File: src/rtl/phy_pkg.sv
// Shared definitions for the PHY receive path: alignment symbol, symbol width and
// the word-aligner state encoding.
package phy_pkg;

  localparam int unsigned BYTE_W_DEFAULT   = 8;
  localparam logic [7:0]  COM_CHAR_DEFAULT = 8'hBC;

  typedef enum logic [1:0] {
    StHunt,
    StAlign,
    StLocked
  } align_state_e;

endpackage

File: src/rtl/phy_sync_fifo.sv
// Single-clock FIFO with registered head word. A push while full is taken only when a
// pop frees a slot on the same edge; otherwise it is ignored.
module phy_sync_fifo #(
  parameter int unsigned Width = 32,
  parameter int unsigned Depth = 4
) (
  input  logic             clk_32f,
  input  logic             reset,
  input  logic             push_i,
  input  logic [Width-1:0] data_i,
  input  logic             pop_i,
  output logic [Width-1:0] head_o,
  output logic             full_o,
  output logic             empty_o
);

  localparam int unsigned PtrW = $clog2(Depth);
  localparam int unsigned CntW = PtrW + 1;

  logic [Width-1:0] mem_q [Depth];
  logic [PtrW-1:0]  wr_ptr_q, wr_ptr_d;
  logic [PtrW-1:0]  rd_ptr_q, rd_ptr_d;
  logic [CntW-1:0]  count_q, count_d;
  logic [Width-1:0] head_q, head_d;
  logic             do_push, do_pop;

  assign full_o  = (count_q == CntW'(Depth));
  assign empty_o = (count_q == '0);
  assign head_o  = head_q;

  always_comb begin
    do_pop   = pop_i && !empty_o;
    do_push  = push_i && (!full_o || do_pop);
    wr_ptr_d = wr_ptr_q + PtrW'(do_push);
    rd_ptr_d = rd_ptr_q + PtrW'(do_pop);
    count_d  = count_q + CntW'(do_push) - CntW'(do_pop);
    // The slot becoming head may be the one written on this very edge.
    if (do_push && (wr_ptr_q == rd_ptr_d)) begin
      head_d = data_i;
    end else begin
      head_d = mem_q[rd_ptr_d];
    end
  end

  always_ff @(posedge clk_32f) begin
    if (!reset) begin
      for (int i = 0; i < Depth; i++) begin
        mem_q[i] <= '0;
      end
      wr_ptr_q <= '0;
      rd_ptr_q <= '0;
      count_q  <= '0;
      head_q   <= '0;
    end else begin
      if (do_push) begin
        mem_q[wr_ptr_q] <= data_i;
      end
      wr_ptr_q <= wr_ptr_d;
      rd_ptr_q <= rd_ptr_d;
      count_q  <= count_d;
      head_q   <= head_d;
    end
  end

endmodule

File: src/rtl/phy_byte_word_aligner.sv
// Hunts for COM in a byte stream, locks word alignment after a run of COM-led words and
// then packs bytes MSB-first into words delivered through a ready/valid FIFO.
module phy_byte_word_aligner
  import phy_pkg::*;
#(
  parameter int unsigned       BYTE_W         = BYTE_W_DEFAULT,
  parameter int unsigned       BYTES_PER_WORD = 4,
  parameter logic [BYTE_W-1:0] COM_CHAR       = BYTE_W'(COM_CHAR_DEFAULT),
  parameter int unsigned       LOCK_COUNT     = 4,
  parameter int unsigned       FIFO_DEPTH     = 4
) (
  input  logic                             clk_32f,
  input  logic                             reset,
  input  logic [BYTE_W-1:0]                in_data,
  input  logic                             in_valid,
  output logic [BYTE_W*BYTES_PER_WORD-1:0] out_data,
  output logic                             out_valid,
  input  logic                             out_ready,
  output logic                             locked,
  output logic                             sync_err,
  output logic                             overflow
);

  localparam int unsigned WordW = BYTE_W * BYTES_PER_WORD;
  localparam int unsigned LaneW = $clog2(BYTES_PER_WORD);
  localparam int unsigned CntW  = $clog2(LOCK_COUNT + 1);

  localparam logic [LaneW-1:0] LastLane = LaneW'(BYTES_PER_WORD - 1);
  localparam logic [CntW-1:0]  LockCnt  = CntW'(LOCK_COUNT);

  align_state_e     state_q, state_d;
  logic [LaneW-1:0] lane_q, lane_d;
  logic [CntW-1:0]  align_cnt_q, align_cnt_d;
  logic [WordW-1:0] word_q, word_d;
  logic [WordW-1:0] placed, com_word;
  logic             sync_err_q, sync_err_d;
  logic             overflow_q, overflow_d;
  logic             is_com, push, pop, fifo_full, fifo_empty;

  always_comb begin
    is_com = (in_data == COM_CHAR);

    placed = word_q;
    for (int unsigned k = 0; k < BYTES_PER_WORD; k++) begin
      if (lane_q == LaneW'(k)) begin
        placed[WordW-1-k*BYTE_W -: BYTE_W] = in_data;
      end
    end
    com_word = word_q;
    com_word[WordW-1 -: BYTE_W] = COM_CHAR;

    state_d     = state_q;
    lane_d      = lane_q;
    align_cnt_d = align_cnt_q;
    word_d      = word_q;
    push        = 1'b0;
    sync_err_d  = 1'b0;

    if (in_valid) begin
      case (state_q)
        StHunt: begin
          if (is_com) begin
            word_d      = com_word;
            lane_d      = LaneW'(1);
            align_cnt_d = '0;
            state_d     = StAlign;
          end
        end

        StAlign: begin
          if (lane_q == '0) begin
            if (is_com) begin
              word_d = com_word;
              lane_d = LaneW'(1);
            end else begin
              state_d = StHunt;
            end
          end else if (is_com) begin
            word_d      = com_word;
            lane_d      = LaneW'(1);
            align_cnt_d = '0;
          end else begin
            word_d = placed;
            if (lane_q == LastLane) begin
              lane_d      = '0;
              align_cnt_d = align_cnt_q + CntW'(1);
              if (align_cnt_d == LockCnt) begin
                state_d = StLocked;
                push    = 1'b1;
              end
            end else begin
              lane_d = lane_q + LaneW'(1);
            end
          end
        end

        StLocked: begin
          if (is_com && (lane_q != '0)) begin
            // Misplaced COM: drop the partial word and realign on this COM.
            sync_err_d  = 1'b1;
            state_d     = StAlign;
            word_d      = com_word;
            lane_d      = LaneW'(1);
            align_cnt_d = '0;
          end else begin
            word_d = placed;
            if (lane_q == LastLane) begin
              lane_d = '0;
              push   = 1'b1;
            end else begin
              lane_d = lane_q + LaneW'(1);
            end
          end
        end

        default: state_d = StHunt;
      endcase
    end

    pop        = out_valid && out_ready;
    overflow_d = push && fifo_full && !pop;
  end

  always_ff @(posedge clk_32f) begin
    if (!reset) begin
      state_q     <= StHunt;
      lane_q      <= '0;
      align_cnt_q <= '0;
      word_q      <= '0;
      sync_err_q  <= 1'b0;
      overflow_q  <= 1'b0;
    end else begin
      state_q     <= state_d;
      lane_q      <= lane_d;
      align_cnt_q <= align_cnt_d;
      word_q      <= word_d;
      sync_err_q  <= sync_err_d;
      overflow_q  <= overflow_d;
    end
  end

  phy_sync_fifo #(
    .Width (WordW),
    .Depth (FIFO_DEPTH)
  ) u_fifo (
    .clk_32f (clk_32f),
    .reset   (reset),
    .push_i  (push),
    .data_i  (placed),
    .pop_i   (pop),
    .head_o  (out_data),
    .full_o  (fifo_full),
    .empty_o (fifo_empty)
  );

  assign out_valid = !fifo_empty;
  assign locked    = (state_q == StLocked);
  assign sync_err  = sync_err_q;
  assign overflow  = overflow_q;

endmodule

File: config.mk
export PLATFORM = sky130hd
export DESIGN_NAME = phy_byte_word_aligner
export DESIGN_NICKNAME = d
export VERILOG_FILES = /design/src/rtl/phy_pkg.sv /design/src/rtl/phy_sync_fifo.sv /design/src/rtl/phy_byte_word_aligner.sv
export SDC_FILE = /design/constraint.sdc
export NUM_CORES = 1
export LEC_CHECK = 0
export BUFFER_PORTS_ARGS = -buffer_cell sky130_fd_sc_hd__buf_2
export CORE_ASPECT_RATIO = 1.75
export CORE_MARGIN = 5
export CORE_UTILIZATION = 45
export CTS_BUF_LIST = sky130_fd_sc_hd__clkbuf_8 sky130_fd_sc_hd__clkbuf_16
export DETAILED_ROUTE_END_ITERATION = 16
export SLEW_MARGIN = 30
export SYNTH_ARGS = -nofsm -noshare
export SYNTH_HDL_FRONTEND = slang
export SYNTH_HIERARCHICAL = 1
export SYNTH_SLANG_ARGS = --single-unit
export TNS_END_PERCENT = 10
File: constraint.sdc
create_clock -name clk_32f -period 12.74 [get_ports clk_32f]
set_input_delay 1.274 -clock clk_32f [delete_from_list [all_inputs] [get_ports clk_32f]]
set_output_delay 1.274 -clock clk_32f [all_outputs]
set_load 0.005 [all_outputs]
# [Word-level counts from Yosys, hierarchy flattened]
# Memories as Yosys holds them, arrays and structs flattened. A register that Yosys moved wholly into a read port is not among the register bits.
# Cells that the tools add are included.
[word_totals] reg_bits=48 latchBits=0 ram_bits=128 mem_bits_ro=0 inputBits=12 word_cells=101 mem_count=1
[memory_table] name="u_fifo.mem_q" depth=4 word_bits=32 rd=1 rd_ports_with_merged_regs=1 wr=4 line="phy_sync_fifo.sv:20" rtl="logic [Width-1:0] mem_q [Depth];"
[op_classes] add_sub_neg=6 n_mul=0 div=0 n_lt_le_gt_ge=0 eq_ne=17 n_shift=0 n_mux=45 n_bitwise=0 n_reduce_logical=22
[ops] op="32-bit two-way mux" count=5
[ops] op="32-bit case mux with 3 select lines" count=1
[ops] op="8-bit two-way mux" count=4
[ops] op="32-bit OR reduction" count=1
[ops] op="2-bit two-way mux" count=13
[ops] op="3-bit two-way mux" count=5
[ops] op="1-bit two-way mux" count=13
[ops] op="3-bit != test, second input constant" count=4
[ops] op="2-bit case mux with 3 select lines" count=2
[ops] op="6-bit AND reduction" count=2
[ops] op="3-bit case mux with 3 select lines" count=1
[ops] op="8-bit == test, second input constant" count=1
[ops] op="2-bit != test, second input constant" count=4
[ops] op="2-bit == test, second input constant" count=3
[ops] op="3-bit == test, second input constant" count=2
[ops] op="1-bit logical AND" count=6
[ops] op="2-bit by 1-bit adder with 2-bit output" count=2
[ops] op="2-bit by 1-bit == test with 1-bit output, second input constant" count=2
[ops] op="1-bit zero test" count=4
[ops] op="2-bit zero test" count=2
[ops] op="4-bit AND reduction" count=1
[ops] op="3-bit by 1-bit adder with 3-bit output" count=1
[ops] op="3-bit by 1-bit adder with 3-bit output, second input constant" count=1
[ops] op="3-bit zero test" count=1
[ops] op="9 further kinds" count=9

# [Longest topological paths before layout]
[depth] word_depth=14 mapped_depth=15

# [Cells and area by module]
# The synthesis kept the hierarchy.
[by_module_without_submodules] module="phy_sync_fifo" n_inst=1 cells_each=517 area_per_inst_um2=7238.2 seq_area_each_um2=4624.4
[by_module_without_submodules] module="phy_byte_word_aligner" n_inst=1 cells_each=270 area_per_inst_um2=2503.7 seq_area_each_um2=820.8

# [Worst setup path before layout]
# No wires, ideal clock.
[synth_path] path_type="input to register" start="input port in_data[1]" end="memory u_fifo.mem_q[3][0] (enable)" setup_ns=0.466 t_arrival_ns=4.461 slack_ns=7.813 path_stages=6 cell_sequence="nand4bb_1 > buf_4 > nor3_4 > nor3_1 > o21ai_4 > o21ai_0"
[synth_lines] item="from (decl)" line="phy_byte_word_aligner.sv:14" rtl="input logic [BYTE_W-1:0] in_data,"
[synth_lines] item="to (decl)" line="phy_sync_fifo.sv:20"

==> metrics <==
WP data required 12.90 ns; Peak VDD IR 0.00009991 V; P per Cell Area 128.3 nW/um^2; Post-synth EDFFs 128; total grt overflow 0; CP Cell Sequence inv_1 > ha_2 > o21ai_0 > nor3_2 > o211a_2 > and3_2 > nand2b_1 > buf_4; Post-synth top cells and2_1, edfxtp_1, nand2_1, dfxtp_1, mux2i_1; Tot Pwr 1396 uW; Synth area leaders edfxtp_1, dfxtp_1, and2_1, mux2i_1, mux2_2; I/O Pins between 40 and 50; CP startpoint kind flip-flop; unrepaired setup endpoints after global routing false; final period utilization 35.86%; setup violators final 0; detailed placement HPWL 15.66 mm; WP data arrival 4.73 ns; DRT Wirelength 23.59 mm; Die H 204.6 microns; Fin Clk Skew 0.007432 ns; antenna violations before repair 1; placer congestion estimate 0.8411; number of routed nets with antenna violations 0; hold_buf cts 0; Crit path largest cell delay a little over 0.7 ns; # nets final between 800 and 900; vias in the first global route approximately 6,400; Port Buffers 47; fraction of registers with async set/reset 0%; Hold WS 0.4606 ns; Tmin final 4.569 ns; clk sinks 208; share of cells above drive strength 1 21.08%; syn_area_per_cell approximately 12 sq um; register area share after synthesis a little under three fifths; routed length per placed instance 21.02 microns; CTS tree built; Fin. Hold Viols 0; Root Buffer clkbuf_16; PostCTS Resize Cnt 0; most frequent cell after synthesis and2_1; vias between 6,000 and 7,000; H-tree levels 1; largest net degree at the start of global routing 82; Worst Hold Class flip-flop to flip-flop; full die area 24,810 sq um; max-cap violations 0; CTS Buf Count 20; Via density between 5 and 6; crit path max fanout 33; Global Route Usage Sum 19.05%; CP endpoint kind flip-flop; Detailed Routing Iterations Pass 1 4; leakage 0.003873 uW; Die X 121.2 microns; post-CTS setup buffers 0; Max clock buf depth 3; CTS clk-pin slew, worst paths 0.06 ns; Synth warnings 6; first-pass GRT wire length 36.09 mm; worst-skew pair later-pin latency 0.49 ns; post-synth design cell area about 10000 sq um; Most used DFF post-synth edfxtp_1; ant diodes 0; flop and latch count out of synthesis ~210; Non-Filler Instances 1,122; Fin Setup TNS 0 ns; cell taking the most area after synthesis edfxtp_1; core area between 20,000 and 25,000 sq um; Rel. slew slack 37.40%; Slew Limit Fails 0; area grow syn2layout 11.67%; Iter 0 DRT Violations 331; status finished, final reports clean; Initial Utilization 45.50%; post-synthesis cell type count 56; placed cell count 1,084; Gate Count Post-Synth 787; share of the synthesized area in the top cell type 39.46%; # rows 71; Least-Margin Pin Slew 0.9390 ns; syn nets 813; Fillers about 1,900; fmax 218.9 MHz; DRC viols 0; CP max-delay cell o211a_2; critical setup path kind flip-flop to flip-flop
-- critical path, delay by kind of cell, from the launching register on --
kind | cells | cell delay, ns
DFF | 1 | 0.37
buffers and inverters | 2 | 0.48
AOI/OAI and AO/OA | 2 | 1.03
adders and majority gates | 1 | 0.69
and+or+nand+nor | 3 | 1.63
-- layout by cell type, fill, tap and decap left out, types with 3 or more instances in the layout --
master / n
nand2b_1: 9
nor3_1: 5
clkbuf_16: 22
mux2i_1: 70
a21boi_0: 13
clkinv_2: 3
mux4_2: 14
nand2_1: 82
and2_1: 131
ha_1: 12
nand2_2: 3
o22a_1: 18
a22oi_1: 4
buf_4: 10
edfxtp_1: 128
o21ai_0: 12
a21boi_2: 20
dfxtp_1: 80
mux2_2: 32
nor2_1: 9
clkinv_1: 3
nand3_1: 26
inv_1: 18
buf_2: 47
nor2b_1: 13
-- layout make-up --
| class | instances | area, sq um | area share, % |
|---|---|---|---|
| sequential | 208 | 5445 | 50.05 |
| multi-input combinational | 512 | 3993 | 36.70 |
| clock buffer | 24 | 578.1 | 5.313 |
| clock inverter | 12 | 105.1 | 0.9661 |
| timing repair buffer | 59 | 336.6 | 3.094 |
| inverter | 15 | 56.30 | 0.5175 |
| tap | 292 | 365.4 | 3.358 |
-- sequential cells by signal, indices dropped and copies added (netlist names) --
signal and count:
u_fifo/count_q 3, u_fifo/rd_ptr_q 2, state_q 2, overflow 1
u_fifo/mem_q 128, lane_q 2, align_cnt_q 3, word_q 32
u_fifo/head_o 32, sync_err 1, u_fifo/wr_ptr_q 2
-- metal layers --
layer  track usage [%]  wire, microns
met1             20.97           8828
met2             35.71          12950
met3             2.514            945
met4             8.854            869
met5                 0              0
-- stage by stage --
step | utilization, % | setup slack, ns | instance area (sq um)
after floorplan | - | 7.813 | 9742
after global placement | 47.46 | 7.108 | 10160
after detailed placement | 47.46 | 6.888 | 10160
after CTS | 50.65 | 6.993 | 10840
after global routing | 50.82 | 7.814 | 10880
final | 50.82 | 8.171 | 10880
-- power by group --
group | internal, uW | switching (uW)
Combinational | 16.5 | 30.2
Sequential | 732 | 5.50
Clock | 363 | 249
-- cells by family after synthesis --
kind of cell | count (synthesis) | share of synthesized area [%]
compound gates | 82 | 7.205
mux | 116 | 14.13
xor+xnor | 4 | 0.4368
simple gates | 296 | 16.97
flops | 208 | 55.90
fa+ha+maj | 14 | 1.875
buf+inv | 67 | 3.493
-- path summary, 6_finish.rpt --
kind | start | to | slack [ns] | cells after the start
max reg2reg | state_q[1] | u_fifo/mem_q[1][29] | 8.17 | 8
min | word_q[13] | word_q[13] | 0.46 | 2
min reg2reg | word_q[13] | word_q[13] | 0.46 | 2
max | state_q[1] | u_fifo/mem_q[1][29] | 8.17 | 8
Note: power is estimated with default switching activity, not from simulation.
